**config.mk**
```make
export PLATFORM = sky130hd
export DESIGN_NAME = load_store_unit
export DESIGN_NICKNAME = d
export VERILOG_FILES = /design/src/rtl/load_store_unit.sv
export SDC_FILE = /design/constraint.sdc
export NUM_CORES = 1
export LEC_CHECK = 0
export CELL_PAD_IN_SITES_DETAIL_PLACEMENT = 0
export CELL_PAD_IN_SITES_GLOBAL_PLACEMENT = 2
export CORE_ASPECT_RATIO = 0.75
export CORE_MARGIN = 5
export CORE_UTILIZATION = 26
export CTS_CLUSTER_DIAMETER = 200
export DETAILED_ROUTE_END_ITERATION = 10
export PLACE_DENSITY = 0.86
export SLEW_MARGIN = 20
export SYNTH_ARGS = -nofsm -noshare
export SYNTH_HDL_FRONTEND = slang
export SYNTH_SLANG_ARGS = --single-unit
```
**constraint.sdc**
```tcl
create_clock -name clk -period 4 [get_ports clk]
set_clock_uncertainty 0.1 [all_clocks]
set_input_delay 0.6 -clock clk [delete_from_list [all_inputs] [get_ports clk]]
set_output_delay 0.6 -clock clk [all_outputs]
set_load 0.1 [all_outputs]
```
**src/rtl/load_store_unit.sv**
```systemverilog
// Load/store unit: turns a single core memory request into one word-aligned
// memory transaction and stalls the core until it completes.
//
// Ports:
//   clk, rst          clock; asynchronous active-high reset
//   lsu_req_i         core requests a memory access this instruction
//   lsu_we_i          1 = store, 0 = load
//   lsu_size_i        000 B, 001 H, 010 W, 100 BU, 101 HU
//   lsu_addr_i        byte address
//   lsu_data_i        store data
//   lsu_data_o        extended load result (held until the next load)
//   lsu_stall_o       core must hold PC and inputs while high
//   lsu_err_o         one-cycle pulse on a misaligned or illegal access
//   data_req_o        memory request
//   data_we_o         memory write enable
//   data_be_o         byte enables
//   data_addr_o       word-aligned address
//   data_wdata_o      lane-replicated write data
//   data_rdata_i      memory read word
//   data_rvalid_i     memory completion (read data valid / write accepted)
module load_store_unit #(
    parameter int unsigned N = 32
) (
    input  logic         clk,
    input  logic         rst,
    input  logic         lsu_req_i,
    input  logic         lsu_we_i,
    input  logic [2:0]   lsu_size_i,
    input  logic [N-1:0] lsu_addr_i,
    input  logic [N-1:0] lsu_data_i,
    output logic [N-1:0] lsu_data_o,
    output logic         lsu_stall_o,
    output logic         lsu_err_o,
    output logic         data_req_o,
    output logic         data_we_o,
    output logic [3:0]   data_be_o,
    output logic [N-1:0] data_addr_o,
    output logic [N-1:0] data_wdata_o,
    input  logic [N-1:0] data_rdata_i,
    input  logic         data_rvalid_i
);

    typedef enum logic [1:0] {StIdle, StBusy, StDone} state_e;

    state_e       state_q, state_d;
    logic         we_q, we_d;
    logic [2:0]   size_q, size_d;
    logic [1:0]   off_q, off_d;
    logic [N-1:0] addr_q, addr_d;
    logic [3:0]   be_q, be_d;
    logic [N-1:0] wdata_q, wdata_d;
    logic [N-1:0] ldata_q, ldata_d;

    logic         legal;
    logic [3:0]   be_new;
    logic [N-1:0] wdata_new;
    logic [7:0]   rd_byte;
    logic [15:0]  rd_half;
    logic [N-1:0] load_ext;

    // Access legality: alignment, reserved size codes, unsigned stores.
    always_comb begin
        legal = 1'b0;
        case (lsu_size_i)
            3'b000:  legal = 1'b1;
            3'b001:  legal = ~lsu_addr_i[0];
            3'b010:  legal = (lsu_addr_i[1:0] == 2'b00);
            3'b100:  legal = ~lsu_we_i;
            3'b101:  legal = ~lsu_we_i & ~lsu_addr_i[0];
            default: legal = 1'b0;
        endcase
    end

    // Byte enables and lane-replicated write data; size[1:0] covers B/BU, H/HU, W.
    always_comb begin
        be_new    = 4'b1111;
        wdata_new = lsu_data_i;
        case (lsu_size_i[1:0])
            2'b00: begin
                be_new    = 4'b0001 << lsu_addr_i[1:0];
                wdata_new = {4{lsu_data_i[7:0]}};
            end
            2'b01: begin
                be_new    = 4'b0011 << {lsu_addr_i[1], 1'b0};
                wdata_new = {2{lsu_data_i[15:0]}};
            end
            default: begin
                be_new    = 4'b1111;
                wdata_new = lsu_data_i;
            end
        endcase
    end

    // Load extraction uses the latched offset, not the live address.
    always_comb begin
        case (off_q)
            2'b00:   rd_byte = data_rdata_i[7:0];
            2'b01:   rd_byte = data_rdata_i[15:8];
            2'b10:   rd_byte = data_rdata_i[23:16];
            default: rd_byte = data_rdata_i[31:24];
        endcase
        rd_half = off_q[1] ? data_rdata_i[31:16] : data_rdata_i[15:0];
        case (size_q)
            3'b000:  load_ext = {{24{rd_byte[7]}}, rd_byte};
            3'b001:  load_ext = {{16{rd_half[15]}}, rd_half};
            3'b100:  load_ext = {24'h0, rd_byte};
            3'b101:  load_ext = {16'h0, rd_half};
            default: load_ext = data_rdata_i;
        endcase
    end

    // Next-state and outputs.
    always_comb begin
        state_d     = state_q;
        we_d        = we_q;
        size_d      = size_q;
        off_d       = off_q;
        addr_d      = addr_q;
        be_d        = be_q;
        wdata_d     = wdata_q;
        ldata_d     = ldata_q;
        lsu_stall_o = 1'b0;
        lsu_err_o   = 1'b0;
        data_req_o  = 1'b0;
        unique case (state_q)
            StIdle: begin
                if (lsu_req_i) begin
                    if (legal) begin
                        lsu_stall_o = 1'b1;
                        we_d        = lsu_we_i;
                        size_d      = lsu_size_i;
                        off_d       = lsu_addr_i[1:0];
                        addr_d      = {lsu_addr_i[N-1:2], 2'b00};
                        be_d        = be_new;
                        wdata_d     = wdata_new;
                        state_d     = StBusy;
                    end else begin
                        lsu_err_o = 1'b1;
                    end
                end
            end
            StBusy: begin
                lsu_stall_o = 1'b1;
                data_req_o  = 1'b1;
                if (data_rvalid_i) begin
                    if (!we_q) begin
                        ldata_d = load_ext;
                    end
                    state_d = StDone;
                end
            end
            StDone: begin
                state_d = StIdle;
            end
            default: begin
                state_d = StIdle;
            end
        endcase
    end

    assign data_we_o    = data_req_o & we_q;
    assign data_be_o    = be_q;
    assign data_addr_o  = addr_q;
    assign data_wdata_o = wdata_q;
    assign lsu_data_o   = ldata_q;

    always_ff @(posedge clk or posedge rst) begin
        if (rst) begin
            state_q <= StIdle;
            we_q    <= 1'b0;
            size_q  <= 3'b000;
            off_q   <= 2'b00;
            addr_q  <= '0;
            be_q    <= 4'b0000;
            wdata_q <= '0;
            ldata_q <= '0;
        end else begin
            state_q <= state_d;
            we_q    <= we_d;
            size_q  <= size_d;
            off_q   <= off_d;
            addr_q  <= addr_d;
            be_q    <= be_d;
            wdata_q <= wdata_d;
            ldata_q <= ldata_d;
        end
    end

endmodule

```
==> results.txt, run 1 <==
GRT met1 Usage - 18.2%
Clock root buffer - clkbuf_16
FF-to-FF End - lsu_data_o[0]
WHS - 0.381 ns
Worst Setup Path Type - reg -> out
CP delay by family, top - buffers and inverters
Core Region - 0.0192 mm^2
Mean Syn Cell Area - 10.9 um^2
RePlAce Congestion - 0.836
Clock sinks - 106
H-tree levels - 3
Worst setup path startpoint - state_q[1]
Synth area leader - dfrtp_1
Initial core utilization - 26.2%
Hold path start - data_be_o[1]
DIE HEIGHT - 130 um
Crit-path max FO - 3
Tot GR Track Use - 14.4%
# IOs - 208
Critical-path cell list - nand2b_1 > inv_1 > and2_1 > clkdlybuf4s50_1
Max transition margin - 30.9%
Initial DRC count - 249
RR Startpoint - size_q[0]
GR peak layer - met2
Routed length per instance - 17.4 um
Final std cell area, no fill - 0.00762 mm^2
# port buffers - 205
WP buf/inv - 2
Main combinational cell family by area after synthesis - multiplexers
Die area - 0.0222 mm^2
Unrepaired setup endpoints after global routing - false
Crit path to - data_we_o
TritonCTS clock tree - done
Area contributors post-synth - dfrtp_1, mux2_2, mux2_4
Layout area overhead - 52.1%
Mapped Area - 0.00501 mm^2
TNS Setup - 0 ns
Layout cells sized above 1 - 16.9%
Cell with the most instances after synthesis - dfrtp_1
Largest net degree at the start of global routing - 84
Post-CTS Resized - 0
DRT antenna net count - 0
Yosys warnings - 0
Nature of the critical path startpoint - flop
WL final - 16.0 mm
Slew @ Worst Pin - 1.03 ns
Tcrit/Tclk final - 73.8%
DRT Pass-1 Iters - 4
First-pass GRT wire length - 24.7 mm
Final nets - 761
R2r setup slk - 1.92 ns
Max frequency - 339 MHz
Final setup violating endpoints - 0
Initial antenna violation count - 0
Distinct cell type count after synthesis - 39
Levels on crit path - 4
Main synth FF type - dfrtp_1
Std-Cell Rows - 44
Worst skew pair latency - 0.35 ns
Clock-pin slew on the worst setup and hold paths - 0.07 ns
Mux cell area share after synthesis - 17.6%
Hold crit path type - reg -> reg
Max Root-Sink Buffers - 2
Setup Buffers After CTS - 0
Post-route minimum period - 2.95 ns
Worst r2r path cells - 4
Post-synth ARST share - 100%
Status - complete, no violations
DR DRC count - 0
GRT met3 Usage - 7.57%
Vias in the first global route - 4397
Total grt overflow - 0
Fillers - 1884
CP peak stage delay - 1.13 ns
CP required - 3.30 ns
Fin util - 39.8%
Adder-Cell Fraction of Synth Area - 0%
Met2 Use GR - 21.7%
Number of flops mapped to enable cells by yosys - 0
Slowest stage cell on the critical path - clkdlybuf4s50_1
DP HPWL - 12.0 mm
Die W - 170 um
Via density - 4.59
DR vias - 4196
Commonest cells in the synthesized netlist - dfrtp_1, nand2_1, o21ai_0
Area share of the largest cell type after synthesis - 52.9%
CP Data Arrival Time - 2.25 ns
Total CTS buffers - 9
Simple-gate area share of the yosys netlist - 13.0%
Final Hold Fails - 0
CTS Hold Bufs - 0
Area after DPL - 0.00734 mm^2
Compound-Gate Fraction of Synth Area - 12.6%
Synth Register Bits - 106
Post-Synthesis Cells - 461
Max cap viols - 0
XOR/XNOR share of the synthesized area - 0%
CP endpoint kind - primary output
Seq/Total Area, Yosys - 52.9%
Max Slew Vio Count - 0
metal layers:
| metal | vias up | part of all wire (%) |
|---|---|---|
| li1 | 1992 | - |
| met1 | 2007 | 44 |
| met2 | 189 | 43 |
| met3 | 8 | 12 |
| met4 | 0 | 0.95 |
| met5 | - | 0 |
cell type report:
| type | instances | area, um^2 | area share (%) |
|---|---|---|---|
| Sequential cell | 106 | 2650 | 34.8 |
| Multi-Input combinational cell | 317 | 2180 | 28.6 |
| Timing Repair Buffer | 216 | 2170 | 28.4 |
| Tap cell | 253 | 317 | 4.15 |
| Clock buffer | 9 | 225 | 2.96 |
| Clock inverter | 6 | 50.0 | 0.657 |
| Inverter | 7 | 28.8 | 0.378 |
| Antenna cell | 1 | 2.50 | 0.0328 |
registers in the layout (all words and copies together) (netlist names):
signal and count:
data_addr_o 30, data_be_o 4, data_wdata_o 32, lsu_data_o 32, off_q 2, size_q 3, state_q 2, we_q 1
tightest hold or removal path, delay by kind of cell (launching register included):
kind | cells | cell delay (ns)
AOI/OAI and AO/OA | 1 | 0.06
DFF | 1 | 0.35
and+or+nand+nor | 1 | 0.05
cells by family after synthesis:
logic type / after synthesis
DFF: 106
other: 1
and+or+nand+nor: 142
buffers and inverters: 39
AOI/OAI and AO/OA: 98
muxes: 75
through the flow:
| step | cells | setup slack [ns] |
|---|---|---|
| floorplan | 462 | 0.511 |
| global placement | 899 | 1.14 |
| finish | 915 | 1.05 |
| global route | 914 | 0.970 |
| CTS | 914 | 1.02 |
| detailed placement | 899 | 1.12 |
worst min-delay path by stage:
stage / endpoint / slack (ns) / cells after the start
final: data_be_o[1] / 0.38 / 2
after global routing: data_wdata_o[24] / 0.41 / 2
after CTS: data_be_o[1] / 0.39 / 2
after detailed placement: data_be_o[1] / 0.37 / 2
after global placement: data_wdata_o[12] / 0.36 / 2
after floorplan: we_q / 0.39 / 1
cell usage in the layout, fill, tap and decap left out, types with 6 or more instances in the layout:
master,instances
or2_2,7
inv_1,6
nor3_1,9
a21oi_2,10
mux2_2,32
mux2_4,18
nor2_1,33
o221a_2,7
dfrtp_1,106
a31oi_1,7
clkbuf_16,9
clkdlybuf4s50_1,203
mux2i_1,25
o21ai_0,39
nand3b_1,7
buf_4,10
a21oi_1,26
nand2_1,71
Power of run 1 is not shown: default switching activity piles up to over one toggle a cycle in this logic, so the estimate is an artifact.
==> run 2, diff against run 1 <==
--- a/config.mk
+++ b/config.mk
@@ -9,10 +9,10 @@
 export CELL_PAD_IN_SITES_GLOBAL_PLACEMENT = 2
 export CORE_ASPECT_RATIO = 0.75
 export CORE_MARGIN = 5
-export CORE_UTILIZATION = 26
+export CORE_UTILIZATION = 23
 export CTS_CLUSTER_DIAMETER = 200
 export DETAILED_ROUTE_END_ITERATION = 10
-export PLACE_DENSITY = 0.86
+export PLACE_DENSITY = 0.81
 export SLEW_MARGIN = 20
 export SYNTH_ARGS = -nofsm -noshare
 export SYNTH_HDL_FRONTEND = slang
==> constraint.sdc (replaced) <==
create_clock -name clk -period 2.62 [get_ports clk]
set_clock_uncertainty 0.1 [all_clocks]
set_input_delay 0.393 -clock clk [delete_from_list [all_inputs] [get_ports clk]]
set_output_delay 0.393 -clock clk [all_outputs]
set_load 0.1 [all_outputs]
==> results.txt, run 2 (synthesis gave the netlist of run 1 again) <==
Status - complete, no violations
Max frequency - 424 MHz
Crit-path max FO - 5 (+2)
Setup WS post-layout - 0.262 ns (-0.786 ns)
Max Slew Vio Count - 0 (unchanged)
DRT Pass-1 Iters - 4 (unchanged)
Vias in the first global route - 4374 (-0.52%)
Post-place setup slack - 0.151 ns (-0.971 ns)
Setup Buffers After CTS - 0 (unchanged)
Core Region - 0.0213 mm^2 (+11%)
Tcrit/Tclk final - 90.0%
Initial core utilization - 23.5% (-2.6 points)
Total CTS buffers - 9 (unchanged)
DR DRC count - 0 (unchanged)
Layout area overhead - 49.8%
Die area - 0.0249 mm^2 (+12%)
Final std cell area, no fill - 0.00751 mm^2 (-1.5%)
DP HPWL - 12.3 mm (+2.8%)
# IOs - 208 (unchanged)
# port buffers - 205 (unchanged)
Max transition margin - 40.7% (+9.8 points)
Hold crit path type - in -> async
Max Root-Sink Buffers - 2 (unchanged)
Slew @ Worst Pin - 0.887 ns (-0.147 ns)
DR vias - 4155 (-0.98%)
Area after DPL - 0.00719 mm^2 (-2.1%)
Total grt overflow - 0 (unchanged)
First-pass GRT wire length - 24.8 mm (+0.67%)
WP buf/inv - 2 (unchanged)
Slowest stage cell on the critical path - clkdlybuf4s50_1
CP required - 2.13 ns (-1.17 ns)
Final setup violating endpoints - 0 (unchanged)
Routed length per instance - 16.9 um (-3.1%)
Tot GR Track Use - 12.6% (-1.7 points)
H-tree levels - 3 (unchanged)
Critical-path cell list - clkdlybuf4s50_1 > nor4_2 > o211ai_4 > nand2_1 > buf_12
CP Data Arrival Time - 1.86 ns (-0.39 ns)
Clock root buffer - clkbuf_16
WL final - 16.1 mm (+0.90%)
Layout cells sized above 1 - 32.6% (+16 points)
Final nets - 764 (+0.39%)
Unrepaired setup endpoints after global routing - false
RR Startpoint - off_q[0]
FF-to-FF End - lsu_data_o[0]
Commonest non-fill, non-tap cell in the layout - buf_4
Via density - 4.36 (-4.9%)
DRT antenna net count - 0 (unchanged)
CP peak stage delay - 0.54 ns (-0.59 ns)
Initial DRC count - 203 (-18%)
Worst Setup Path Type - in -> out
TNS Setup - 0 ns (unchanged)
# diodes - 0 (-1)
CP delay by family, top - buffers and inverters
R2r setup slk - 0.62 ns (-1.30 ns)
Worst r2r path cells - 4 (unchanged)
Max cap viols - 0 (unchanged)
Largest net degree at the start of global routing - 86 (+2.4%)
Most frequent cells in the layout - buf_4, dfrtp_1, clkdlybuf4s50_1, nand2_1, o21ai_0
CTS Hold Bufs - 0 (unchanged)
Post-CTS Resized - 0 (unchanged)
TritonCTS clock tree - done
Clock-pin slew on the worst setup and hold paths - 0.08 ns (about the same)
Final Hold Fails - 0 (unchanged)
DIE HEIGHT - 138 um (+5.8%)
Post-route minimum period - 2.36 ns
Worst skew pair latency - 0.35 ns (about the same)
Die W - 180 um (+6.0%)
Clock sinks - 106 (unchanged)
Nature of the critical path startpoint - input pin
CP endpoint kind - primary output
Initial antenna violation count - 0 (unchanged)
Std-Cell Rows - 46 (+4.5%)
RePlAce Congestion - 0.772 (-7.7%)
==> run 2: how the worst max path moves through the flow <==
stage | slack, ns | endpoint | start | cells past startpoint
2_1_floorplan | 0.13 | data_we_o | state_q[1] | 3
6_report | 0.26 | lsu_stall_o | lsu_addr_i[0] | 5
5_1_grt | 0.17 | lsu_stall_o | lsu_addr_i[0] | 5
3_5_place_dp | 0.15 | data_addr_o[2] | lsu_addr_i[0] | 5
4_1_cts | 0.25 | lsu_stall_o | lsu_addr_i[0] | 5
3_3_place_gp | 0.24 | data_addr_o[2] | lsu_addr_i[0] | 5
==> run 2: routing by layer <==
layer  track usage (%)  vias up  wire (um)
met3              5.62       12       1300
met4              2.18        0        140
li1                  -     1999          -
met1              16.4     2012       7240
met5                 0        -          0
met2              19.9      132       7420
==> run 2: final cells by class <==
type | count | area, um^2
multi-input combinational | 317 | 2180
timing repair buffer | 219 | 1960
inverter | 7 | 30.0
clock buffer | 10 | 239
sequential | 106 | 2650
tap | 288 | 360
clock inverter | 6 | 78.8
fill | 2120 | 13800
==> run 2: stage by stage <==
| stage | hold slack (ns) | instances | util (%) |
|---|---|---|---|
| 6_report | 0.346 | 953 | 35.3 |
| 5_1_grt | 0.382 | 953 | 35.3 |
| 4_1_cts | 0.354 | 953 | 35.3 |
| 3_5_place_dp | 0.376 | 937 | 33.8 |
| 3_3_place_gp | 0.369 | 937 | 33.8 |
| 2_1_floorplan | 0.386 | 462 | - |
Power of run 2 is left out for the same reason.
==> RTL change, RTL diff (config.mk and constraints of run 2) <==
Encoding of `state_e`: now one-hot (3 bits for 3 states).
--- a/src/rtl/load_store_unit.sv
+++ b/src/rtl/load_store_unit.sv
@@ -40,7 +40,7 @@
     input  logic         data_rvalid_i
 );
 
-    typedef enum logic [1:0] {StIdle, StBusy, StDone} state_e;
+    typedef enum logic [2:0] {StIdle = 3'b001, StBusy = 3'b010, StDone = 3'b100} state_e;
 
     state_e       state_q, state_d;
     logic         we_q, we_d;
Behaviour: same outputs for any inputs over 4 cycles, from zero or initial values and one cycle with rst high; so few cycles prove little.
==> RTL change against run 2 <==
Final cell count fell by 0.21%. Design area rose by 0.35%. Worst setup slack got worse by 0.14 ns. Synthesized area fell by 0.50%. Sequential cell count rose by 1. Routed wire length rose by 0.19%. Utilization rose by 0.22 points. Critical path type unchanged. Largest cell class unchanged.
==> RTL change: results (changes against run 2) <==
status: "finished clean"
cts_made_buffers: 9  # unchanged
routedWlPerCell_um: 16.97  # +0.40%
grt_util_met3: 0.04619  # -0.01003
arrival_ns: 2.01  # +0.15 ns
grt_max_degree: 108  # +26%
ys_top_cells_by_area: "dfrtp_1 (53%), mux2_2 (6.1%), mux2i_1 (6.0%)"
r2r-end: "lsu_data_o[9]$_DFFE_PP0P_"
place_congestion: 0.8233  # +6.7%
grt_pass1_wl_mm: 24.99  # +0.64%
nets: 763  # -0.13%
via_per_inst: 4.322  # -0.88%
wl_met2_mm: 7.405  # -0.23%
synthTopCellsByCount: "dfrtp_1 (106), nand2_1 (50), nor2_1 (45)"
ys_seq_area_frac: 0.5373  # +0.007926
r2r-start: "state_q[2]$_DFFE_PP0P_"
drive_above_1_share: 0.2896  # -0.03672
grt_use_met1: 0.1660  # +0.001553
drt_iter0_drc: 207  # +2.0%
grt_pass1_vias: 4419  # +1.0%
placed_cell_area_um2: 7226  # +0.49%
track_usage: 0.1276  # +0.001093
met3WireLength_mm: 1.316  # +1.2%
dp_slack_ns: 0.1115  # -0.03923 ns
path_max_fanout: 3  # -2
r2r_slack_ns: 0.40  # -0.22 ns
synth_cell_types: 41  # +5.1%
drt-met1-wl_mm: 7.158  # -1.2%
period_minus_slack_ns: 2.502  # +0.1445 ns
tightest_slew_ns: 0.9861  # +0.09954 ns
place_hpwl_mm: 12.22  # -0.98%
reg2regPathDepth: 5  # +1
critPathMaxStageDelay_ns: 0.46  # -0.08 ns
worstHoldPathType: "flop to flop"
[RTL change: cell count changes after synthesis, sizes merged, moves of 7 or more]
cell,before,now
nand2,71,50
nor2,33,45
a221oi,1,11
a21o,0,9
nor3,10,2
o21ai,40,32
a31oi,7,0
inv,7,14
o221a,7,0
or2,7,0
[RTL change: what timing repair did]
item,in CTS,in global routing
gates resized for setup,0,1
buffers inserted,0,0
endpoints found under the setup margin,0,1
[RTL change: through the flow]
| stage | hold slack [ns] | std cells | util |
|---|---|---|---|
| 2_1_floorplan | 0.4024 | 457 | - |
| 3_3_place_gp | 0.3649 | 936 | 0.3402 |
| 3_5_place_dp | 0.3717 | 936 | 0.3402 |
| 4_1_cts | 0.3867 | 951 | 0.3545 |
| 5_1_grt | 0.4064 | 951 | 0.3548 |
| 6_report | 0.3801 | 951 | 0.3548 |
[RTL change: layout make-up]
type / count / area [um^2]
tap: 288 / 360.3
fill: 2121 / 13700
clock inverter: 3 / 46.29
multi-input combinational: 306 / 2132
sequential: 107 / 2679
timing repair buffer: 221 / 2004
inverter: 14 / 56.30
clock buffer: 12 / 256.5
[RTL change: cells by family (layout without fill, tap and decap cells)]
| kind of cell | after synthesis | after routing | share of synthesized area |
|---|---|---|---|
| multiplexers | 76 | 76 | 0.1799 |
| buffers and inverters | 44 | 250 | 0.04191 |
| AO/OA/AOI/OAI | 103 | 103 | 0.1280 |
| other | 1 | 2 | 0.0007521 |
| flip-flops | 107 | 107 | 0.5373 |
| AND/OR/NAND/NOR | 125 | 125 | 0.1122 |
[RTL change: power by group]
part           switching (uW)  internal [uW]  total (uW)
clock network             625            794        1420
logic                    4330           1260        5590
registers                 368           2150        2520
[RTL change: critical path, delay by kind of cell]
kind,cells,cell delay [ns]
compound gates,2,0.49
buf+inv,4,0.93
simple gates,1,0.19
